$ cat config.mk
export PLATFORM = sky130hd
export DESIGN_NAME = fft_io
export DESIGN_NICKNAME = d
export VERILOG_FILES = /design/src/rtl/fft_io.sv
export SDC_FILE = /design/constraint.sdc
export NUM_CORES = 1
export LEC_CHECK = 0
export ABC_AREA = 1
export CORE_ASPECT_RATIO = 1.5
export CORE_MARGIN = 1.5
export CORE_UTILIZATION = 30
export DETAILED_ROUTE_END_ITERATION = 8
export HOLD_SLACK_MARGIN = 0.06
export PLACE_DENSITY = 0.56
export RECOVER_POWER = 50
export SYNTH_ARGS = -nofsm -noshare
export SYNTH_HDL_FRONTEND = slang
export SYNTH_SLANG_ARGS = --single-unit
$ cat constraint.sdc
create_clock -name clk -period 2.35 [get_ports clk]
set_input_delay 0.235 -clock clk [delete_from_list [all_inputs] [get_ports clk]]
set_output_delay 0.235 -clock clk [all_outputs]
set_load 0.02 [all_outputs]
$ cat src/rtl/fft_io.sv
// fft_io: loads 64 samples transposed into the FFT matrix, starts compute, then streams results out in order
module fft_io #(
  parameter int DATA_WD      = 10,
  parameter bit IN_TRANSPOSE = 1'b1
) (
  input  logic               clk,
  input  logic               rst_n,
  input  logic               in_vld_i,
  output logic               in_rdy_o,
  input  logic [DATA_WD-1:0] in_dat_i,
  output logic               fft_start_o,
  input  logic               fft_done_i,
  output logic               out_vld_o,
  input  logic               out_rdy_i,
  output logic [DATA_WD-1:0] out_dat_o,
  output logic               out_lst_o,
  output logic               busy_o,
  output logic [5:0]         adr_1x1_o,
  output logic               wr_vld_1x1_o,
  output logic [DATA_WD-1:0] wr_dat_1x1_o,
  output logic               rd_vld_1x1_o,
  input  logic               rd_vld_1x1_i,
  input  logic [DATA_WD-1:0] rd_dat_1x1_i
);
  typedef enum logic [2:0] {IDLE, LOAD, WAIT, UNLOAD, DRAIN} state_t;
  state_t state_q, state_d;
  logic [5:0] ld_cnt_q, ld_cnt_d, rd_cnt_q, rd_cnt_d, out_cnt_q, out_cnt_d;
  logic start_q, start_d, inflt_q, hd_q, hd_d;
  logic [1:0] cnt_q, cnt_d;
  logic [DATA_WD-1:0] buf_q [2];
  logic acc, rd, pop, push;
  logic [2:0] occ;
  logic [5:0] ld_adr;

  assign in_rdy_o     = (state_q == IDLE) || (state_q == LOAD);
  assign acc          = in_vld_i & in_rdy_o;
  assign ld_adr       = IN_TRANSPOSE ? {ld_cnt_q[2:0], ld_cnt_q[5:3]} : ld_cnt_q;
  assign out_vld_o    = cnt_q != 2'd0;
  assign pop          = out_vld_o & out_rdy_i;
  assign push         = rd_vld_1x1_i & inflt_q;
  // results held plus the one in flight, minus the slot freed by this cycle's pop
  assign occ          = {1'b0, cnt_q} + {2'b0, inflt_q} - {2'b0, pop};
  assign rd           = (state_q == UNLOAD) && (occ < 3'd2);
  assign wr_vld_1x1_o = acc;
  assign wr_dat_1x1_o = acc ? in_dat_i : '0;
  assign rd_vld_1x1_o = rd;
  assign adr_1x1_o    = acc ? ld_adr : (rd ? rd_cnt_q : 6'd0);
  assign out_dat_o    = out_vld_o ? buf_q[hd_q] : '0;
  assign out_lst_o    = out_vld_o && (out_cnt_q == 6'd63);
  assign busy_o       = state_q != IDLE;
  assign fft_start_o  = start_q;

  always_comb begin
    state_d   = state_q;
    start_d   = 1'b0;
    ld_cnt_d  = acc ? ld_cnt_q + 6'd1 : ld_cnt_q;
    rd_cnt_d  = rd ? rd_cnt_q + 6'd1 : rd_cnt_q;
    out_cnt_d = pop ? out_cnt_q + 6'd1 : out_cnt_q;
    cnt_d     = cnt_q + {1'b0, push} - {1'b0, pop};
    hd_d      = hd_q ^ pop;
    case (state_q)
      IDLE:    state_d = acc ? LOAD : IDLE;
      LOAD:    if (acc && ld_cnt_q == 6'd63) begin
                 state_d = WAIT;
                 start_d = 1'b1;
               end
      WAIT:    state_d = fft_done_i ? UNLOAD : WAIT;
      UNLOAD:  state_d = (rd && rd_cnt_q == 6'd63) ? DRAIN : UNLOAD;
      DRAIN:   state_d = (pop && out_cnt_q == 6'd63) ? IDLE : DRAIN;
      default: state_d = IDLE;
    endcase
  end

  always_ff @(posedge clk) begin
    if (!rst_n) begin
      state_q   <= IDLE;
      start_q   <= 1'b0;
      ld_cnt_q  <= '0;
      rd_cnt_q  <= '0;
      out_cnt_q <= '0;
      inflt_q   <= 1'b0;
      hd_q      <= 1'b0;
      cnt_q     <= '0;
      buf_q[0]  <= '0;
      buf_q[1]  <= '0;
    end else begin
      state_q   <= state_d;
      start_q   <= start_d;
      ld_cnt_q  <= ld_cnt_d;
      rd_cnt_q  <= rd_cnt_d;
      out_cnt_q <= out_cnt_d;
      inflt_q   <= rd;
      hd_q      <= hd_d;
      cnt_q     <= cnt_d;
      if (push) buf_q[hd_q ^ cnt_q[0]] <= rd_dat_1x1_i;
    end
  end
endmodule
# Yosys cells after proc, flatten, opt, wreduce, memory -nomap -nowiden
# Memory sizes are Yosys's and may differ from the RTL's. A register that Yosys moved wholly into a read port is not among the register bits.
# Index checks and enable logic that the tools add are counted.
[word_totals]
regBits = 26
latchBits = 0
ram_bits = 20
rom_bits = 0
input_bits = 26
out_inout_bits = 33
word_cells = 60
mem_count = 1
[memory_table]
columns = ["name", "words", "word_bits", "rd", "rd_clocked_by_memory_dff", "wr", "line", "source"]
rows = [
  ["buf_q", 2, 10, 1, 1, 2, "30", "logic [DATA_WD-1:0] buf_q [2];"],
]
[op_classes]
n_addsub = 7
n_mul = 0
div = 0
order_cmp = 1
eq_ne = 8
shifts = 0
mux = 19
bitwise = 5
n_reduce_logical = 11
[ops]
columns = ["op", "count"]
rows = [
  ["two-way mux 10 bit", 3],
  ["adder 6 x 1 -> 6 bit (second input constant)", 3],
  ["== test 6 bit (second input constant)", 3],
  ["case mux 3 bit (5 select lines)", 1],
  ["two-way mux 6 bit", 2],
  ["two-way mux 1 bit", 10],
  ["OR reduction 10 bit", 1],
  ["two-way mux 3 bit", 3],
  ["== test 3 x 2 -> 1 bit (second input constant)", 2],
  ["logical AND 1 bit", 5],
  ["adder 2 x 1 -> 3 bit", 1],
  ["AND 1 bit", 3],
  ["== test 3 x 1 -> 1 bit (second input constant)", 1],
  ["== test 3 bit (second input constant)", 1],
  ["logical NOT 3 bit", 1],
  ["less-than comparator 3 x 2 -> 1 bit (second input constant)", 1],
  ["nonzero test 3 bit", 1],
  ["subtractor 3 x 1 -> 3 bit", 1],
  ["adder 2 x 1 -> 2 bit", 1],
  ["!= test 2 x 1 -> 1 bit (second input constant)", 1],
  ["AND reduction 2 bit", 1],
  ["nonzero test 2 bit", 1],
  ["subtractor 2 x 1 -> 2 bit", 1],
  ["XOR 1 bit", 2],
  ["logical OR 1 bit", 1],
]

# Depth between registers and ports, before layout
[logic_depth]
ltp_word = 8
depth_mapped = 15
mapped_depth_nobuf = 15

# Worst setup path before layout
# No wires, ideal clock.
[synth_path]
path_type = "reg-to-output"
start = "register cnt_q[1]"
end = "output port adr_1x1_o[0]"
arrival_time_ns = 2.320
t_required_ns = 2.115
slack_ns = -0.205
stages_incl_launch_ff = 13
n_path_buf = 0
path_cell_list = "dfxtp_1 -> inv_2 -> nand2_2 -> nand2_2 -> inv_2 -> nand2_1 -> o21ai_0 -> nand2_1 -> fa_1 -> nand3_4 -> nor2_4 -> inv_2 -> o21ai_0"
[synth_between]
elab_chain_len = 7
elab_cells_between_ends = 8
classes_between = "2 x add/sub; 1 x order compare; 2 x mux; 1 x bitwise; 2 x reduce/logical"
[synth_rtl]
columns = ["item", "line", "source"]
rows = [
  ["start, declared", "29", "logic [1:0] cnt_q, cnt_d;"],
  ["start signal, assigned", "94", "cnt_q <= cnt_d;"],
  ["nonzero test 2 bit", "38", "assign out_vld_o = cnt_q != 2'd0;"],
  ["named net out_vld_o", "13", "output logic out_vld_o,"],
  ["AND 1 bit", "39", "assign pop = out_vld_o & out_rdy_i;"],
  ["subtractor 3 x 1 -> 3 bit", "42", "assign occ = {1'b0, cnt_q} + {2'b0, inflt_q} - {2'b0, pop};"],
  ["less-than comparator 3 x 2 -> 1 bit", "43", "assign rd = (state_q == UNLOAD) && (occ < 3'd2);"],
  ["logical AND 1 bit", "43", ""],
  ["two-way mux 6 bit (2 in series)", "47", "assign adr_1x1_o = acc ? ld_adr : (rd ? rd_cnt_q : 6'd0);"],
  ["end, declared", "18", "output logic [5:0] adr_1x1_o,"],
]
# The timed path passes the listed nets, and every way through them passes these cells.

# Final worst setup path
[layout_path]
start = "register cnt_q[0]"
end = "output port adr_1x1_o[3]"
[layout_between]
elab_chain_len = 7
elab_cells_between_ends = 8
classes_between = "2 x add/sub; 1 x order compare; 2 x mux; 1 x bitwise; 2 x reduce/logical"
[layout_rtl]
columns = ["item", "line"]
rows = [
  ["branches (longest 2 deep; another with adder 2 x 1 -> 3 bit)", "n/a"],
  ["subtractor 3 x 1 -> 3 bit (*)", "42"],
  ["less-than comparator 3 x 2 -> 1 bit (*)", "43"],
  ["logical AND 1 bit (*)", "43"],
  ["two-way mux 6 bit (*) (2 in series)", "47"],
]
# Every way passes the cells marked *.

==> run_results.csv <==
group,metric,value,unit
floorplanning,rows,40,
cts,clk_path_buf_depth,2,
cts,htreeDepth,2,
floorplanning,core_area,0.00796,mm2
floorplanning,start_util,30.7,%
synthesis,post_synth_xor_area_fraction,2.87,%
sta,slew_viol_final,0,
synthesis,synth_mux_area_share,0,%
min_path,hold_start,"out_cnt_q[2]",
outcome,violations,"setup timing",
worst_setup_path,startpoint_type,"flop",
sta,hold_ws,0.478,ns
floorplanning,dieArea,0.00871,mm2
cells_and_area,layout-drive-gt1-share,19.0,%
place,portBuffers,58,
cts,cts_buffers,5,
global_route,grt_max_degree,19,
detailed_routing,vias,2231,
global_route,grtUsageTotal,14.1,%
global_route,antenna_found_initial,0,
detailed_routing,first_iter_violations,73,
pwr,leakage,1.74,nW
cells_and_area,fin_util,45.3,%
sta,period_needed,2.42,ns
detailed_routing,routed.top_layer,"met4",
detailed_routing,wl,5.98,mm
sta,setup_slack,-0.0708,ns
synthesis,synth.most_common_cell,"nand2_1",
synthesis,ys_ff_latch,47,
sta,fmax,413,MHz
worst_setup_path,path_max_fanout,5,
floorplanning,die_h,114,um
worst_setup_path,reg2reg_from,"cnt_q[0]",
synthesis,synth.top_cells.by_count,"72 x nand2_1, 50 x nor2_1, 46 x inv_1, 27 x dfxtp_1, 24 x a21oi_1",
cells_and_area,n_antenna_cell,0,
synthesis,synthCells,319,
global_route,grt_pass1_vias,2202,
floorplanning,pin_count,59,
synthesis,ys_types,30,
worst_setup_path,worstSetupPathType,"reg2out",
synthesis,yosys.area.top_type,"edfxtp_1",
global_route,grt_pass1_wl,10.0,mm
sta,timing.final.crit_share,103,%
cts,cts-root-buf,"clkbuf_16",
worst_setup_path,crit_path_max_incr_delay,0.55,ns
cells_and_area,stdcell_count,510,
pwr,p_seq_share,32.2,%
synthesis,yosys.area.top_type_share,24.6,%
detailed_routing,dr_wl_met2,3.24,mm
place,dp.cells,491,
worst_setup_path,slowest_stage,"fa_1",
pwr,sw_frac_of_total,31.7,%
worst_setup_path,cp-end-kind,"output pin",
cts,clkTransAtPathRegs,0.06,ns
global_route,grt-ovfl-total,0,
pwr,intPower,2.07,mW
place,hpwl,4.35,mm
synthesis,syn_avg_cell_area,7.66,um2
run,maxCapViolCount,0,
worst_setup_path,cp.arrival,2.19,ns
cells_and_area,nets,435,
synthesis,synth_nets,350,
cts,cts_tree,"built",
pwr,p_sw,0.959,mW
synthesis,synthArstFlopShare,0,%
cts,clkSinkCount,47,
synthesis,ys_warn_count,0,
detailed_routing,drtAntennaViolNets,0,
synthesis,yosys-top-cells-area,"edfxtp_1 25%, dfxtp_1 22%, nand2_1 11%",
outcome,status,"finished, violations left",
worst_setup_path,setup.worst_path.start,"cnt_q[0]",
sta,finalSetupViolations,7,
synthesis,synth_compound_area_share,8.24,%
sta,finalHoldViolCount,0,
sta,grt_setup_unrepaired,"yes",
cts,clk_latency,0.28,ns
sta,fin_skew,0.00366,ns
cts,cts_hold_buf,0,
detailed_routing,wl_met1,2.42,mm
floorplanning,die_w,76.7,um
pwr,combPwrFrac,37.8,%
sta,tightest_slew,0.463,ns
detailed_routing,drt-pass1-iter-count,4,
synthesis,netlist_area,0.00244,mm2
sta,slew_headroom,69.1,%
place,place.gp.congestion,0.827,
min_path,hp-class,"reg2reg",
synthesis,yosysSeqAreaShare,46.7,%
synthesis,synthAdderAreaFrac,2.87,%
synthesis,yosys.area_share.simple,29.6,%
synthesis,synth_edf_count,20,
detailed_routing,drc,0,
worst_setup_path,required,2.12,ns
worst_setup_path,crit_chain,"inv_2 -> nand2_2 -> nand2_2 -> inv_2 -> nand2_2 -> buf_4 -> inv_1 -> fa_1 -> nand3_4 -> nor2_4 -> inv_2 -> o21ai_2 -> buf_6",
detailed_routing,vias_per_cell,4.37,
cells_and_area,areaGrowthSynthToFinish,47.3,%
detailed_routing,wire_per_inst,11.7,um
pwr,p_per_area,841,mW/mm2
pwr,ir_drop,390,uV
synthesis,ys.flop_type,"dfxtp_1",
synthesis,synth_top_family_by_area,"simple AND/OR/NAND/NOR gates",
detailed_routing,route.met3.wl,237,um
pwr,p_clk_share,30.0,%
## layer usage
metal / track usage, % / up-vias
met1: 15.0 / 1021
li1: - / 1159
met2: 27.5 / 43
met4: 4.44 / 0
met5: 0 / -
met3: 2.96 / 8
## worst max-delay path: cells and delay by family, from the launching register on
kind            cells  cell delay, ns
compound gates      1            0.16
fa+ha+maj           1            0.55
buf+inv             6            0.44
flops               1            0.32
simple gates        5            0.42
## final timing paths
kind	slack (ns)	depth (start not counted)	end
hold reg to reg	0.48	2	out_cnt_q[2]
setup reg to reg	0.23	15	state_q[2]
setup / recovery	-0.07	13	adr_1x1_o[3]
hold / removal	0.48	2	out_cnt_q[2]
## cells by family (layout without fill, tap and decap cells)
group / count (synthesis) / in the layout
adder cells (fa/ha/maj): 5 / 5
buffers and inverters: 60 / 146
flip-flops: 47 / 47
AND/OR/NAND/NOR: 159 / 159
XOR/XNOR: 8 / 8
AO/OA/AOI/OAI: 40 / 40
## what timing repair did
| item | in CTS | in global routing |
|---|---|---|
| gates resized for setup | 49 | 18 |
| pin swaps | 6 | 2 |
| endpoints found under the setup margin | 7 | 18 |
| cloned | 0 | 0 |
| setup buffers | 8 | 3 |
## through the flow
stage | power [mW] | TNS (ns) | area [um2] | setup slack (ns)
after floorplan | 1.58 | -0.0606 | 2460 | -0.0606
after global placement | 2.00 | -3.81 | 3260 | -0.590
after detailed placement | 2.01 | -3.81 | 3260 | -0.593
after CTS | 3.02 | -1.40 | 3530 | -0.122
after global routing | 3.20 | -1.15 | 3600 | -0.184
final | 3.03 | -0.343 | 3600 | -0.0708
## flip-flops by register name (all words and copies together) (netlist names), named ones only
register / cells
ld_cnt_q: 6
inflt_q: 1
hd_q: 1
rd_cnt_q: 6
cnt_q: 2
out_cnt_q: 6
fft_start_o: 1
state_q: 3
buf_q: 20
## layout make-up
| cell class | count | area [um2] |
|---|---|---|
| fill | 815 | 4360 |
| sequential | 47 | 1140 |
| multi-input combinational | 212 | 1100 |
| timing repair buffer | 86 | 837 |
| inverter | 52 | 199 |
| tap | 105 | 131 |
| clock buffer | 5 | 125 |
| clock inverter | 3 | 67.6 |
## placed cells by master (no fill, tap or decap), drive strengths merged, types with 2 or more instances in the layout
master and count:
inv 49, buf 35, nand3 18, o21ai 15, ha 4, clkdlybuf4s50 39
bufinv 2, xor2 5, nor3 3, clkinvlp 2, clkinv 2, edfxtp 20
dfxtp 27, or2 2, xnor2 3, nor2 56, a21oi 24, nand2 78
dlymetal6s2s 11, clkbuf 5
## power groups by stage
stage                     combinational, mW  clock (mW)  sequential [mW]
after floorplan                       0.595           0            0.984
after global placement                 1.02           0            0.985
after detailed placement               1.03           0            0.987
after CTS                              1.12       0.928            0.974
after global routing                   1.27       0.950            0.984
final                                  1.15       0.907            0.975
No activity file was read; power rests on OpenSTA's default activity.
